File: src/rtl/ssg_scan_scheduler.sv
// ssg_scan_scheduler: frame-boundary arbiter between two 16-bit requesters plus 4-digit scan, blanking and hex select.
// Optional leading-zero digit blanking is enabled by defining SSG_LEADING_ZERO_BLANK_EN.
module ssg_scan_scheduler #(
   parameter int TICK_DIV    = 50000,
   parameter int BLANK_CYC   = 500,
   parameter int HOLD_FRAMES = 4
) (
   input  logic        clk,
   input  logic        rst,
   input  logic        req_a,
   input  logic [15:0] data_a,
   input  logic        req_b,
   input  logic [15:0] data_b,
   input  logic [3:0]  digit_en,
   output logic        grant_a,
   output logic        grant_b,
   output logic [3:0]  anode,
   output logic [1:0]  seg_sel,
   output logic [3:0]  hex,
   output logic        frame_done
);
   localparam int PW = $clog2(TICK_DIV);
   localparam int HW = $clog2(HOLD_FRAMES + 1);
   typedef enum logic [1:0] {IDLE, OWN_A, OWN_B} state_t;
   state_t        state;
   state_t        nxt;
   logic [PW-1:0] pcnt;
   logic [HW-1:0] hold_cnt;
   logic [15:0]   word;
   logic          last_a;
   logic          tick;
   logic          boundary;
   logic          hold_done;
   logic          suppress;
   logic          blank;
   assign tick      = pcnt == PW'(TICK_DIV - 1);
   assign boundary  = tick && seg_sel == 2'd3;
   assign hold_done = hold_cnt >= HW'(HOLD_FRAMES - 1);
   always_comb begin
      nxt = IDLE;
      case (state)
         IDLE:    nxt = (req_a && req_b) ? (last_a ? OWN_B : OWN_A) : req_a ? OWN_A : req_b ? OWN_B : IDLE;
         OWN_A:   nxt = !hold_done ? OWN_A : req_b ? OWN_B : !req_a ? IDLE : OWN_A;
         OWN_B:   nxt = !hold_done ? OWN_B : req_a ? OWN_A : !req_b ? IDLE : OWN_B;
         default: nxt = IDLE;
      endcase
   end
   always_ff @(posedge clk) begin
      if (rst) begin
         pcnt       <= '0;
         seg_sel    <= '0;
         state      <= IDLE;
         hold_cnt   <= '0;
         last_a     <= 1'b0;
         word       <= '0;
         grant_a    <= 1'b0;
         grant_b    <= 1'b0;
         frame_done <= 1'b0;
      end else begin
         pcnt       <= tick ? '0 : pcnt + 1'b1;
         seg_sel    <= tick ? seg_sel + 1'b1 : seg_sel;
         frame_done <= boundary;
         // word is snapshotted once per frame so mid-frame data changes never tear the display
         if (boundary) begin
            state    <= nxt;
            grant_a  <= nxt == OWN_A;
            grant_b  <= nxt == OWN_B;
            word     <= nxt == OWN_A ? data_a : nxt == OWN_B ? data_b : '0;
            hold_cnt <= nxt != state ? '0 : (state == IDLE || hold_done) ? hold_cnt : hold_cnt + 1'b1;
            if (nxt != state && nxt != IDLE)
               last_a <= nxt == OWN_A;
         end
      end
   end
   assign hex = word[{seg_sel, 2'b00} +: 4];
`ifdef SSG_LEADING_ZERO_BLANK_EN
   assign suppress = seg_sel != 2'd0 && (word >> {seg_sel, 2'b00}) == 16'd0;
`else
   assign suppress = 1'b0;
`endif
   assign blank = state == IDLE || pcnt < PW'(BLANK_CYC) || !digit_en[seg_sel] || suppress;
   assign anode = blank ? 4'hF : ~(4'b0001 << seg_sel);
endmodule
File: config.mk
export PLATFORM = sky130hd
export DESIGN_NAME = ssg_scan_scheduler
export DESIGN_NICKNAME = d
export VERILOG_FILES = /design/src/rtl/ssg_scan_scheduler.sv
export SDC_FILE = /design/constraint.sdc
export NUM_CORES = 1
export LEC_CHECK = 0
export CAP_MARGIN = 10
export CORE_AREA = 3 3 83 85
export DETAILED_ROUTE_END_ITERATION = 7
export DIE_AREA = 0 0 86 88
export PLACE_DENSITY_LB_ADDON = 0.2
export SLEW_MARGIN = 20
export SYNTH_ARGS = -nofsm -noshare
export SYNTH_HDL_FRONTEND = slang
export SYNTH_SLANG_ARGS = --single-unit
export TNS_END_PERCENT = 1
File: constraint.sdc
create_clock -name clk -period 2.9 [get_ports clk]
set_clock_uncertainty 0.2 [all_clocks]
set_input_delay 0.435 -clock clk [delete_from_list [all_inputs] [get_ports clk]]
set_output_delay 0.435 -clock clk [all_outputs]
set_load 0.1 [all_outputs]
==> reports/metrics.csv, run 1 <==
stage,metric,value,unit
power_and_ir_drop,finalPower,1.25,mW
status,outcome,"finished, final reports clean",
layout,fin_cells,373,
clocking,cts_hold_buf,0,
floorplan,rows,29,
layout,final_common_cell,nor2_1,
floorplan,start_util,34.2,%
floorplan,die_y,88,um
drt,first_pass_iters,4,
logic_synthesis,synth_edf_count,0,
layout,final_cell_mix,"48 x nor2_1, 41 x dfxtp_1, 39 x clkdlybuf4s50_1, 21 x nor3_1",
grt,grt_max_degree,25,
clocking,clock_latency,0.30,ns
sta,tightest_slew,0.661,ns
clocking,clock_sinks,43,
logic_synthesis,synth_top_family_by_area,simple AND/OR/NAND/NOR gates,
setup_path,worstPathRequired,2.27,ns
layout,fillers,607,
layout,area_growth,34.5,%
layout,multi_input_area,1170,um2
floorplan,die_x,86,um
logic_synthesis,synth.area.top_cells,"dfxtp_1 40%, nor2_1 8.4%, a221oi_1 6.5%",
clocking,clk_pin_slew,0.09,ns
sta,rsz0062_at_grt,false,
logic_synthesis,synth_flop_cell,dfxtp_1,
grt,antenna_found_initial,0,
sta,holdWs,0.248,ns
logic_synthesis,syn_nets,293,
logic_synthesis,ys_ff_latch,43,
logic_synthesis,synth_top_area_share,40.0,%
sta,finalWorstSetupSlack,0.266,ns
logic_synthesis,synth_cell_types,42,
sta,final.min_clock_period,2.63,ns
setup_path,arrival,2.00,ns
logic_synthesis,async_reset_ff_share,0,%
placed_design,dp_cells,365,
clocking,cts_buffers,5,
drt,vias,1872,
sta,slew_headroom,55.5,%
clocking,clk_path_buf_depth,2,
logic_synthesis,yosys.area_share.adder,4.07,%
clocking,cts_tree,built,
sta,fmax,380,MHz
grt,grt-ovfl-total,0,
grt,grt_pass1_vias,1711,
logic_synthesis,seq_area_frac_synth,40.0,%
placed_design,port_buffers,52,
placed_design,gp_congestion,0.752,
logic_synthesis,syn_area,2150,um2
logic_synthesis,synthXorXnorAreaFrac,6.11,%
power_and_ir_drop,p_per_area,431,nW/um2
logic_synthesis,avgSynthCellArea,8.74,um2
layout,fin_nets,342,
placed_design,dpl.hpwl,3830,um
drt,wl,5300,um
floorplan,io-pin-count,53,
hold_path,hold_class,reg2reg,
grt,grt_pass1_wl,8540,um
setup_path,end_kind,output port,
logic_synthesis,synthCells,246,
run,max_cap_violations,0,
grt,gr-usage-all-layers,14.5,%
drt,drt-initial-drc-count,142,
setup_path,critPathMaxFanout,4,
drt,drc,0,
sta,drv_slew,0,
logic_synthesis,synth-compound-area-share,12.1,%
logic_synthesis,yosys.area_share.simple,26.1,%
placed_design,pre_cts_slack,0.210,ns
drt,postRouteAntennaNets,0,
sta,hold_viol,0,
clocking,root_buffer,clkbuf_8,
sta,fin_crit_sh,90.8,%
logic_synthesis,synth_top_area_cell,dfxtp_1,
floorplan,core_area,6280,um2
drt,routedWlPerCell,14.2,um
layout,drive_above_1_share,13.2,%
sta,setup_viol,0,
logic_synthesis,muxShareOfSynthArea,6.17,%
setup_path,start_kind,input port,
power_and_ir_drop,p_leak,1.09,nW
floorplan,die_area,7570,um2
setup_path,critPathKind,in2out,
power_and_ir_drop,peakVddDrop,254,uV
clocking,htree_num_levels,2,
logic_synthesis,ys.warnings.count,0,
drt,post_drt_via_cell_ratio,5.02,
layout,seq_area,863,um2
layout,utilization,46.1,%
layout,antenna_cells,0,
==> registers in the layout, summed over array words and instances (netlist names) <==
name / count
frame_done: 1
grant_a: 1
grant_b: 1
hold_cnt: 3
last_a: 1
pcnt: 16
seg_sel: 2
state: 2
word: 16
==> report_power, final <==
part	internal, mW	total [mW]	switching (mW)
registers	0.593	0.596	0.00254
clock network	0.344	0.560	0.215
logic	0.0585	0.0915	0.0330
==> per-stage QoR <==
stage          TNS (ns)  area [um2]
3_3_place_gp          0        2760
5_1_grt               0        2890
3_5_place_dp          0        2760
4_1_cts               0        2890
6_report              0        2890
2_1_floorplan    -0.254        2150
==> final cells by class <==
class	count	area share [%]
multi-input combinational	177	40.6
sequential	43	29.9
timing repair buffer	59	20.4
tap	77	3.33
clock buffer	6	2.51
clock inverter	2	2.08
inverter	9	1.17
==> metal layers <==
layer	wire length, um	share of wire [%]	vias to the layer above	GRT usage, %
met4	68	1.3	0	5.32
met2	2490	47	28	21.8
li1	-	-	962	-
met1	2460	46	876	19.7
met3	282	5.3	6	4.33
met5	0	0	-	0
==> final timing paths <==
path	startpoint	to	slack [ns]	cells past startpoint
setup / recovery	digit_en[2]	anode[2]	0.27	6
hold / removal	pcnt[0]	pcnt[0]	0.25	1
setup reg to reg	hold_cnt[0]	last_a	0.39	8
hold reg to reg	pcnt[0]	pcnt[0]	0.25	1
==> synthesized netlist by cell type, types with 2 or more instances <==
library cell	count
ha_1	7
o21ai_1	2
nor2b_1	3
xnor2_1	7
buf_2	9
o21ai_0	4
inv_1	9
nor3_1	21
nor2_1	48
nand3_1	7
buf_4	2
a221oi_1	16
mux2i_1	2
xor2_1	8
nand2_1	13
o21bai_1	2
and3_1	6
mux4_2	5
dfxtp_1	43
clkbuf_1	6
nand2b_1	5
==> logic make-up (layout without fill, tap and decap cells) <==
logic type,after synthesis,count (layout)
XOR/XNOR,15,15
AND/OR/NAND/NOR,115,115
buffers and inverters,26,76
flip-flops,43,43
AO/OA/AOI/OAI,33,33
adder cells (fa/ha/maj),7,7
multiplexers,7,7
==> what timing repair did <==
action	in CTS	in global routing
setup endpoints to repair	0	1
gates resized for setup	0	1
buffers inserted	0	0
==> critical path: stages <==
cell and delay [ns]:
clkdlybuf4s50_1 0.43, mux4_2 0.47, o21ai_0 0.15, a31oi_1 0.14, nand2_1 0.18, buf_12 0.19
No activity file was read; power rests on OpenSTA's default activity.
==> inputs of run 2 (changes only) <==
- CORE_AREA: 3 3 83 85 -> 2 2 82 84
- CTS_CLUSTER_DIAMETER: not set -> 40
- DIE_AREA: 0 0 86 88 -> 0 0 84 86
==> reports/metrics.csv, run 2 (synthesis results as in run 1) <==
stage,metric,value,unit,change
clocking,cts_hold_buf,0,,unchanged
layout,drive_above_1_share,12.9,%,-0.29 points
placed_design,dpl.hpwl,3730,um,-2.6%
grt,grt-ovfl-total,0,,unchanged
layout,antenna_cells,0,,unchanged
placed_design,dp_cells,364,,-0.27%
sta,tightest_slew,0.596,ns,-0.0648 ns
drt,routedWlPerCell,14.0,um,-1.8%
placed_design,pre_cts_slack,0.235,ns,+0.0245 ns
floorplan,io-pin-count,53,,unchanged
drt,first_pass_iters,4,,unchanged
grt,grt_max_degree,25,,unchanged
floorplan,die_area,7220,um2,-4.5%
drt,postRouteAntennaNets,0,,unchanged
power_and_ir_drop,p_per_area,408,nW/um2,-5.4%
drt,vias,1864,,-0.43%
floorplan,die_y,86,um,-2.3%
sta,fmax,372,MHz,-2.1%
layout,fin_cells,372,,-0.27%
floorplan,core_area,6280,um2,unchanged
run,max_cap_violations,0,,unchanged
layout,final_cell_mix,"48 x nor2_1, 41 x dfxtp_1, 39 x clkdlybuf4s50_1, 21 x nor3_1, 16 x a221oi_1",,
clocking,clk_pin_slew,0.08,ns,about the same
sta,drv_slew,0,,unchanged
clocking,clk_path_buf_depth,2,,unchanged
floorplan,die_x,84,um,-2.3%
grt,antenna_found_initial,0,,unchanged
drt,wl,5190,um,-2.1%
setup_path,worstPathRequired,2.93,ns,+0.66 ns
sta,rsz0062_at_grt,false,,
placed_design,port_buffers,52,,unchanged
hold_path,hold_class,reg2reg,,
sta,hold_viol,0,,unchanged
layout,top_regs,"pcnt (16), word (16), hold_cnt (3)",,
floorplan,rows,29,,unchanged
clocking,post_cts_resized,0,,unchanged
sta,finalWorstSetupSlack,0.210,ns,-0.0563 ns
clocking,root_buffer,clkbuf_8,,
grt,grt_pass1_vias,1777,,+3.9%
layout,final_common_cell,nor2_1,,
clocking,cts_setup_buffers,0,,unchanged
clocking,clock_sinks,43,,unchanged
grt,gr-usage-all-layers,14.5,%,+0.024 points
setup_path,start_kind,flip-flop,,
setup_path,arrival,2.72,ns,+0.72 ns
drt,post_drt_via_cell_ratio,5.01,,-0.16%
sta,setup_viol,0,,unchanged
sta,fin_crit_sh,92.8,%,+1.9 points
status,outcome,"finished, final reports clean",,
drt,drt-initial-drc-count,96,,-32%
setup_path,end_kind,flip-flop,,
power_and_ir_drop,p_leak,1.08,nW,-0.88%
sta,slew_headroom,59.9,%,+4.4 points
power_and_ir_drop,peakVddDrop,367,uV,+44%
placed_design,placed_cell_area,2750,um2,-0.27%
power_and_ir_drop,finalPower,1.17,mW,-6.2%
grt,grt_pass1_wl,8510,um,-0.25%
layout,fin_nets,341,,-0.29%
setup_path,regToRegSetupSlack,0.21,ns,-0.18 ns
drt,drc,0,,unchanged
clocking,cts_tree,built,,
setup_path,critPathMaxFanout,16,,+12
placed_design,gp_congestion,0.791,,+5.1%
layout,design_area,2870,um2,-0.87%
floorplan,start_util,34.2,%,unchanged
clocking,cts_buffers,5,,unchanged
clocking,clock_latency,0.29,ns,about the same
clocking,htree_num_levels,2,,unchanged
setup_path,critPathKind,reg2reg,,
layout,area_growth,33.4,%,
sta,final.min_clock_period,2.69,ns,+0.0563 ns
==> run 2: cell types whose count changed in the layout (fill, tap and decap cells not counted), sizes merged <==
cell / previous run / this run
buf: 20 / 19
bufinv: 2 / 1
clkinv: 0 / 1
==> run 2: area by class of cell <==
cell class | instances | area [um2]
timing repair buffer | 58 | 583
clock buffer | 6 | 82.6
multi-input combinational | 177 | 1170
fill | 620 | 3410
clock inverter | 2 | 35.0
inverter | 9 | 33.8
tap | 77 | 96.3
sequential | 43 | 863
==> run 2: critical path: stages (launching register included) <==
cell      delay, ns
dfxtp_1        0.35
ha_1           0.21
ha_1           0.19
a211oi_1       0.38
a32oi_1        0.11
nand2_1        0.47
buf_4          0.23
or4b_1         0.42
o21ai_1        0.08
==> run 2: final timing paths <==
path | startpoint | end | cells past startpoint
hold reg to reg | pcnt[0] | pcnt[0] | 1
setup reg to reg | hold_cnt[0] | last_a | 8
hold / removal | pcnt[0] | pcnt[0] | 1
setup / recovery | hold_cnt[0] | last_a | 8
==> run 2: where the power goes <==
group	internal, mW	leakage (nW)	switching, mW
sequential	0.593	0.348	0.00254
combinational	0.0584	0.676	0.0337
clock	0.279	0.0612	0.203
total	0.930	1.08	0.239
==> run 2: per-layer routing <==
metal	vias up	part of all wire [%]	track usage, %
met5	-	0	0
met4	0	0.94	4.40
met3	5	3.4	2.98
met2	27	47	24.5
met1	867	49	18.8
li1	965	-	-
==> run 2: per-stage QoR <==
stage | setup TNS, ns | hold slack (ns) | util, %
after global routing | 0 | 0.316 | 45.7
after global placement | 0 | 0.234 | 43.8
after floorplan | -0.254 | 0.218 | -
after CTS | 0 | 0.260 | 45.7
final | 0 | 0.256 | 45.7
after detailed placement | 0 | 0.246 | 43.8
==> inputs of run 3 (changes only) <==
- CORE_AREA: 2 2 82 84 -> 4 4 84 86
- DIE_AREA: 0 0 84 86 -> 0 0 88 90
==> reports/metrics.csv, run 3 (synthesis results as in run 1) <==
stage,metric,value,unit,change
drt,wl,5320,um,+2.5%
power_and_ir_drop,combPwrFrac,7.4,%,-0.5 points
layout,fin_cells,372,,unchanged
layout,top_regs,"pcnt (16), word (16), hold_cnt (3)",,
drt,post_drt_via_cell_ratio,4.93,,-1.6%
power_and_ir_drop,p_leak,1.09,nW,+0.29%
power_and_ir_drop,finalPower,1.24,mW,+6.3%
clocking,clk_pin_slew,0.08,ns,about the same
clocking,root_buffer,clkbuf_8,,
clocking,cts_hold_buf,0,,unchanged
hold_path,min_from,pcnt[0],,
clocking,cts_tree,built,,
floorplan,start_util,34.2,%,unchanged
floorplan,io-pin-count,53,,unchanged
clocking,post_cts_resized,0,,unchanged
power_and_ir_drop,intPower,995,uW,+7.0%
clocking,cts_buffers,5,,unchanged
sta,fin_crit_sh,89.7,%,-3.1 points
hold_path,whs_endpoint,pcnt[0],,
power_and_ir_drop,p_sw_share,19.9,%,-0.53 points
placed_design,dpl.hpwl,3830,um,+2.5%
floorplan,die_x,88,um,+4.8%
placed_design,gp_congestion,0.820,,+3.7%
setup_path,rr_worst_depth,8,,unchanged
layout,final_common_cell,nor2_1,,
floorplan,die_area,7920,um2,+9.6%
placed_design,dp_cells,364,,unchanged
sta,tightest_slew,0.618,ns,+0.0218 ns
grt,grt_max_degree,25,,unchanged
sta,setup_viol,0,,unchanged
drt,vias,1834,,-1.6%
power_and_ir_drop,p_sw,248,uW,+3.5%
setup_path,start_kind,input port,,
status,outcome,"finished, final reports clean",,
placed_design,port_buffers,52,,unchanged
drt,first_pass_iters,4,,unchanged
sta,fmax,385,MHz,+3.5%
clocking,clk_path_buf_depth,2,,unchanged
floorplan,rows,29,,unchanged
grt,grt-ovfl-total,0,,unchanged
setup_path,regToRegSetupSlack,0.53,ns,+0.32 ns
sta,hold_viol,0,,unchanged
layout,multi_input_area,1170,um2,unchanged
setup_path,critPathKind,in2out,,
grt,gr-usage-all-layers,14.2,%,-0.34 points
power_and_ir_drop,p_seq_share,47.9,%,-3.0 points
floorplan,die_y,90,um,+4.7%
drt,drt-initial-drc-count,107,,+11%
power_and_ir_drop,peakVddDrop,220,uV,-40%
layout,fin_nets,341,,unchanged
layout,final_cell_mix,"48 x nor2_1, 41 x dfxtp_1, 39 x clkdlybuf4s50_1, 21 x nor3_1, 16 x a221oi_1",,
layout,antenna_cells,0,,unchanged
hold_path,hold_class,reg2reg,,
layout,seq_area,863,um2,unchanged
power_and_ir_drop,p_per_area,431,nW/um2,+5.6%
clocking,clock_sinks,43,,unchanged
clocking,clock_latency,0.29,ns,about the same
sta,slew_headroom,58.4,%,-1.5 points
setup_path,worstPathRequired,2.27,ns,-0.66 ns
grt,grt_pass1_vias,1771,,-0.34%
setup_path,regToRegEndpoint,word[2],,
setup_path,timing.rr.start,hold_cnt[0],,
drt,routedWlPerCell,14.3,um,+2.5%
layout,utilization,46.0,%,+0.30 points
sta,rsz0062_at_grt,false,,
layout,area_growth,34.2,%,
grt,antenna_found_initial,0,,unchanged
drt,drc,0,,unchanged
hold_path,whs_path_depth,1,,unchanged
sta,final.min_clock_period,2.60,ns,-0.0898 ns
setup_path,end_kind,output port,,
clocking,cts_setup_buffers,0,,unchanged
drt,postRouteAntennaNets,0,,unchanged
layout,drive_above_1_share,12.9,%,unchanged
power_and_ir_drop,pwr-share-clk,44.7,%,+3.5 points
grt,grt_pass1_wl,8920,um,+4.8%
clocking,htree_num_levels,2,,unchanged
run,max_cap_violations,0,,unchanged
setup_path,arrival,1.97,ns,-0.75 ns
layout,fillers,614,,-0.97%
floorplan,core_area,6280,um2,unchanged
sta,drv_slew,0,,unchanged
setup_path,critPathMaxFanout,4,,-12
## run 3: cell count changes in the layout (fill, tap and decap cells not counted)
cell and delta:
bufinv_16 +1, clkbuf_8 -1, clkinv_2 -1, clkinvlp_4 +1
## run 3: worst max-delay path by stage
| stage | startpoint | end | slack [ns] | cells past startpoint |
|---|---|---|---|---|
| after detailed placement | digit_en[0] | anode[2] | 0.31 | 6 |
| final | digit_en[1] | anode[2] | 0.30 | 6 |
| after CTS | digit_en[0] | anode[2] | 0.29 | 6 |
| after floorplan | seg_sel[0] | anode[0] | -0.06 | 5 |
| after global placement | digit_en[1] | anode[2] | 0.28 | 6 |
| after global routing | digit_en[0] | anode[2] | 0.18 | 6 |
## run 3: through the flow
stage                     hold slack, ns  worst slack (ns)  instance area [um2]  TNS (ns)
after floorplan                    0.218           -0.0636                 2150    -0.254
after global placement             0.234             0.285                 2750         0
after detailed placement           0.237             0.313                 2750         0
after CTS                          0.256             0.295                 2890         0
after global routing               0.284             0.181                 2890         0
final                              0.248             0.300                 2890         0
## run 3: metal layers
layer  share of wire [%]  routed length, um  global-route usage (%)
met5                   0                  0                       0
met4                0.90                 48                    3.45
met3                 4.1                216                    3.11
met2                  47               2510                    22.1
met1                  48               2550                    19.8
## run 3: area by class of cell
type / instances / share of cell area, %
clock buffers: 5 / 2.39
clock inverters: 3 / 2.34
inverters: 9 / 1.17
multi-input cells: 177 / 40.6
flip-flops and latches: 43 / 29.9
well taps: 77 / 3.34
repair buffers: 58 / 20.2
## run 3: worst max-delay path, stage by stage
cell and delay, ns:
clkdlybuf4s50_1 0.47, mux4_2 0.22, o21ai_0 0.10, a31oi_1 0.33, nand2_1 0.19, buf_12 0.21
## run 3: power by group through the flow
stage	Sequential [mW]	Clock [mW]	Combinational (mW)
4_1_cts	0.596	0.572	0.0923
6_report	0.596	0.556	0.0916
3_5_place_dp	0.610	0	0.0920
2_1_floorplan	0.609	0	0.0278
5_1_grt	0.596	0.596	0.0999
3_3_place_gp	0.610	0	0.0919
